`src/rtl/bcd_stopwatch.sv`:
```
// bcd_stopwatch: SS.hh stopwatch core driven by the display multiplexer's 1 ms enable.
// Two raw buttons (start/stop, clear) are synchronised and debounced here; the
// packed-BCD count is registered and fed straight to the multiplexer's dat input.
// dbg_state exposes the FSM state register: 0 = IDLE, 1 = RUN, 2 = STOP.
module bcd_stopwatch #(
    parameter int DEB_MS = 20,
    parameter int DIV    = 10
) (
    input  logic        clk,
    input  logic        rst_n,
    input  logic        ce1ms,
    input  logic        btn_ss,
    input  logic        btn_clr,
    output logic [15:0] dat,
    output logic        running,
    output logic        ovf,
    output logic [1:0]  dbg_state
);

    typedef enum logic [1:0] {
        ST_IDLE = 2'd0,
        ST_RUN  = 2'd1,
        ST_STOP = 2'd2
    } state_t;

    localparam logic [7:0] L_DEB_LAST = 8'(DEB_MS - 1);
    localparam logic [7:0] L_DIV_LAST = 8'(DIV - 1);

    // Index 0 is start/stop, index 1 is clear.
    logic [1:0]  w_btn;
    logic [1:0]  r_sync1;
    logic [1:0]  r_sync2;
    logic [1:0]  r_deb_lvl;
    logic [7:0]  r_deb_cnt [0:1];
    // r_deb_p[i] is high for exactly one cycle, the cycle after the debounced
    // level of button i rises; a falling level never produces a pulse.
    logic [1:0]  r_deb_p;

    logic        w_ss_p;
    logic        w_clr_p;

    state_t      r_state;
    state_t      w_state_nxt;
    logic        r_running;

    logic [7:0]  r_div;
    logic        w_run_ce;
    logic        w_tick;
    logic        w_wrap;
    logic [15:0] r_dat;
    logic [15:0] w_dat_inc;
    logic        r_ovf;

    assign w_btn   = {btn_clr, btn_ss};
    assign w_ss_p  = r_deb_p[0];
    assign w_clr_p = r_deb_p[1];

    // Two-flop synchronisers for the asynchronous raw buttons.
    always_ff @(posedge clk) begin
        if (!rst_n) begin
            r_sync1 <= '0;
            r_sync2 <= '0;
        end else begin
            r_sync1 <= w_btn;
            r_sync2 <= r_sync1;
        end
    end

    // Debounce: the level flips after DEB_MS consecutive differing 1 ms samples.
    always_ff @(posedge clk) begin
        if (!rst_n) begin
            r_deb_lvl <= '0;
            r_deb_p   <= '0;
            for (int i = 0; i < 2; i++) begin
                r_deb_cnt[i] <= '0;
            end
        end else begin
            r_deb_p <= '0;
            for (int i = 0; i < 2; i++) begin
                if (ce1ms) begin
                    if (r_sync2[i] == r_deb_lvl[i]) begin
                        r_deb_cnt[i] <= '0;
                    end else if (r_deb_cnt[i] == L_DEB_LAST) begin
                        r_deb_lvl[i] <= ~r_deb_lvl[i];
                        r_deb_cnt[i] <= '0;
                        r_deb_p[i]   <= ~r_deb_lvl[i];
                    end else begin
                        r_deb_cnt[i] <= r_deb_cnt[i] + 8'd1;
                    end
                end
            end
        end
    end

    // State register; running is registered alongside the state it reflects.
    always_ff @(posedge clk) begin
        if (!rst_n) begin
            r_state   <= ST_IDLE;
            r_running <= 1'b0;
        end else begin
            r_state   <= w_state_nxt;
            r_running <= (w_state_nxt == ST_RUN);
        end
    end

    // Next state: clear beats start/stop when both pulse together.
    always_comb begin
        w_state_nxt = r_state;
        if (w_clr_p) begin
            w_state_nxt = ST_IDLE;
        end else if (w_ss_p) begin
            case (r_state)
                ST_IDLE: w_state_nxt = ST_RUN;
                ST_RUN:  w_state_nxt = ST_STOP;
                ST_STOP: w_state_nxt = ST_RUN;
                default: w_state_nxt = ST_IDLE;
            endcase
        end
    end

    // The tick follows the current state, so a stopping cycle still counts.
    assign w_run_ce = (r_state == ST_RUN) && ce1ms;
    assign w_tick   = w_run_ce && (r_div == L_DIV_LAST);
    assign w_wrap   = (r_dat == 16'h5999);

    // BCD ripple increment: 9 -> 0 carries, tens of seconds wrap after 5.
    always_comb begin
        w_dat_inc = r_dat;
        if (r_dat[3:0] != 4'd9) begin
            w_dat_inc[3:0] = r_dat[3:0] + 4'd1;
        end else begin
            w_dat_inc[3:0] = 4'd0;
            if (r_dat[7:4] != 4'd9) begin
                w_dat_inc[7:4] = r_dat[7:4] + 4'd1;
            end else begin
                w_dat_inc[7:4] = 4'd0;
                if (r_dat[11:8] != 4'd9) begin
                    w_dat_inc[11:8] = r_dat[11:8] + 4'd1;
                end else begin
                    w_dat_inc[11:8] = 4'd0;
                    if (r_dat[15:12] != 4'd5) begin
                        w_dat_inc[15:12] = r_dat[15:12] + 4'd1;
                    end else begin
                        w_dat_inc[15:12] = 4'd0;
                    end
                end
            end
        end
    end

    // Divider and count; the divider value is held while stopped.
    always_ff @(posedge clk) begin
        if (!rst_n) begin
            r_div <= '0;
            r_dat <= '0;
            r_ovf <= 1'b0;
        end else if (w_clr_p) begin
            r_div <= '0;
            r_dat <= '0;
            r_ovf <= 1'b0;
        end else if (w_run_ce) begin
            if (w_tick) begin
                r_div <= '0;
                r_dat <= w_dat_inc;
                if (w_wrap) begin
                    r_ovf <= 1'b1;
                end
            end else begin
                r_div <= r_div + 8'd1;
            end
        end
    end

    assign dat       = r_dat;
    assign running   = r_running;
    assign ovf       = r_ovf;
    assign dbg_state = r_state;

endmodule
```
`config.mk`:
```
export PLATFORM = sky130hd
export DESIGN_NAME = bcd_stopwatch
export DESIGN_NICKNAME = d
export VERILOG_FILES = /design/src/rtl/bcd_stopwatch.sv
export SDC_FILE = /design/constraint.sdc
export NUM_CORES = 1
export LEC_CHECK = 0
export CAP_MARGIN = 20
export CORE_ASPECT_RATIO = 2
export CORE_MARGIN = 5
export CORE_UTILIZATION = 35
export CTS_CLUSTER_DIAMETER = 150
export CTS_CLUSTER_SIZE = 20
export DETAILED_ROUTE_END_ITERATION = 8
export GPL_ROUTABILITY_DRIVEN = 0
export PLACE_DENSITY = 0.55
export SLEW_MARGIN = 20
export SYNTH_ARGS = -nofsm -noshare
export SYNTH_HDL_FRONTEND = slang
export SYNTH_SLANG_ARGS = --single-unit
```
`constraint.sdc`:
```
create_clock -name clk -period 2.8 [get_ports clk]
set_input_delay 0.28 -clock clk [delete_from_list [all_inputs] [get_ports clk]]
set_output_delay 0.28 -clock clk [all_outputs]
set_load 0.01 [all_outputs]
```
==> metrics.yaml <==
status: "finished clean"
end_kind: "register"
hold_slack_ns: 0.438
drv_cap: 0
max_stage_delay_ns: 0.66
fp.dieH_microns: 130
critPathLaunch: "r_div[0]"
synth_seq_cells: 52
h-tree-depth: 2
period_share_pct: 80.4
r2r-start: "r_div[0]"
synth_compound_area_share_pct: 7.86
worstPathRequired_ns: 3.02
wire_per_inst_microns: 13.4
viasPerCell: 5.08
cts_buffers: 5
synth_mux_area_share_pct: 1.65
final_common_cell: "dfxtp_1"
cts_setup_buffers: 0
worst_path_max_delay_cell: "or4_1"
cts.path.max_buffers: 2
p_leak_nw: 1.05
finalSetupTns_ns: 0
grt_pass1_vias: 1868
rr_worst_depth: 5
path_max_fanout: 15
clk_pin_slew_ns: 0.07
relSlewSlack_pct: 61.3
synth_top_area_share_pct: 28.8
max_slew.worst_pin.slew_ns: 0.573
finalCriticalPeriod_ns: 2.25
synth-warning-count: 0
drive_gt1_share_pct: 5.52
cts_tree: "yes"
final_hold_viol_count: 0
area_growth_pct: 19.8
nets: 298
clkSinkCount: 52
core_region_area_sq_mm: 0.00694
globalRouteTotalUtil_pct: 11.9
grt_pass1_wl_mm: 8.69
cts_root_buf: "clkbuf_16"
worst_setup_path_start_kind: "register"
peakVddDrop_v: 0.000469
hp-class: "reg2reg"
antennaDiodeCount: 0
path_cells: "ha_1 -> and4bb_2 -> nand4_1 -> or4_1 -> a31oi_1"
yosysSeqAreaShare_pct: 48.0
grt-ovfl-total: 0
worstReg2RegEnd: "dat[11]"
grt_setup_unrepaired: "false"
portBuffers: 24
synth.largest_area_cell: "dfxtp_1"
synth_nets: 274
ios: 25
critPathKind: "reg2reg"
slew_violations: 0
grt_antenna_before_repair: 0
powerDensity_mw_per_mm2: 513
reg2reg_slack_ns: 0.55
wl_mm: 5.11
drt_iter0_markers: 131
setup_viol: 0
grt_max_degree: 16
start_util_pct: 36.0
clock_latency_ns: 0.29
synth-main-ff-cell: "dfxtp_1"
die-area_sq_mm: 0.00904
yosys.area_share.simple_pct: 29.9
multi_input_area_sq_mm: 0.00123
async_flop_share_pct: 0
cp.arrival_ns: 2.47
postSynthAreaPerCell_sq_um: 9.43
stdcell_area_sq_mm: 0.00299
synth_top_family_by_area: "simple AND/OR/NAND/NOR gates"
seqCellArea_sq_mm: 0.00120
layout_common_cells: "dfxtp_1 (36), nor2_1 (34), clkdlybuf4s50_1 (24), xor2_1 (18), nand3_1 (17)"
dp_hpwl_mm: 3.81
die_width_microns: 69.8
synth_area_sq_mm: 0.00250
synthAdderAreaFrac_pct: 2.00
synth_area_leaders: "dfxtp_1 (29%), edfxtp_1 (19%), xor2_1 (6.3%)"
row_count: 43
hold_buffers: 0
synth-xor-area-share_pct: 7.71
skew_ns: 0.00612
path_delay_family: "simple AND/OR/NAND/NOR gates"
path_buf_inv: 0
cts_resized: 0
drc: 0
dpl_cell_area_sq_mm: 0.00283
cp.depth: 5
fmax_mhz: 444
synthDistinctLibCells: 45
synth-edff-count: 16
syn_inst: 265
cp-endpoint: "dat[11]"
fillers: 679
vias: 1932
drt_first_pass_iters: 4
ant_nets: 0
[state kept, by name, indices dropped and copies added, names as in the netlist]
signal	count
r_div	8
dbg_state	2
ovf	1
r_deb_lvl	2
r_sync1	2
r_deb_cnt	16
r_sync2	2
running	1
dat	16
r_deb_p	2
[kinds of logic after synthesis]
logic type / count (synthesis)
adders and majority gates: 4
AOI/OAI and AO/OA: 32
muxes: 4
xor gates and xnor gates: 22
and+or+nand+nor: 133
DFF: 52
buffers and inverters: 18
[synth_stat cells, drive strengths merged, types with 2 or more instances]
library cell / instances
a21oi: 9
a31oi: 4
and2: 7
and3: 4
and3b: 2
buf: 4
clkbuf: 5
dfxtp: 36
edfxtp: 16
ha: 4
inv: 9
mux2i: 3
nand2: 16
nand2b: 7
nand3: 17
nand3b: 3
nand4: 10
nor2: 34
nor2b: 9
nor3: 3
nor4: 3
o21ai: 9
o311ai: 3
o31ai: 2
o41ai: 2
or3: 3
or4: 5
xnor2: 4
xor2: 18
[report_power, final]
group / internal (mW) / switching, mW / leakage (nW) / total, mW
logic: 0.0194 / 0.0279 / 0.498 / 0.0473
registers: 0.789 / 0.0116 / 0.469 / 0.800
clock network: 0.421 / 0.268 / 0.0808 / 0.689
[layer usage]
layer  routed length [microns]  vias to the layer above  global-route usage (%)
li1                          -                      990                       -
met1                      2020                      911                    11.5
met2                      2830                       26                    23.9
met3                       173                        5                    2.41
met4                        78                        0                    4.74
met5                         0                        -                       0
[cell type report]
class                   count  area share, %
repair buffers             26           8.52
flip-flops and latches     52           40.1
well taps                  90           3.76
clock buffers               6           4.30
clock inverters             2           1.17
inverters                   9           1.13
multi-input cells         195           41.0
[per-stage QoR]
stage | total power, mW | setup slack, ns | cells | util [%]
2_1_floorplan | 0.847 | 1.08 | 265 | -
3_3_place_gp | 0.865 | 0.423 | 372 | 40.8
3_5_place_dp | 0.866 | 0.396 | 372 | 40.8
4_1_cts | 1.56 | 0.544 | 380 | 43.1
5_1_grt | 1.59 | 0.395 | 380 | 43.1
6_report | 1.54 | 0.548 | 380 | 43.1
[how the worst min path moves through the flow]
stage	from	to	slack, ns	cells past startpoint
detailed placement	r_sync1[1]	r_sync2[1]	0.42	1
CTS	r_sync1[1]	r_sync2[1]	0.44	1
global route	r_sync1[1]	r_sync2[1]	0.46	1
finish	r_sync1[1]	r_sync2[1]	0.44	1
global placement	r_sync1[0]	r_sync2[0]	0.41	1
floorplan	btn_ss	r_sync1[0]	0.41	1
Power figures use the tool's default switching activity.
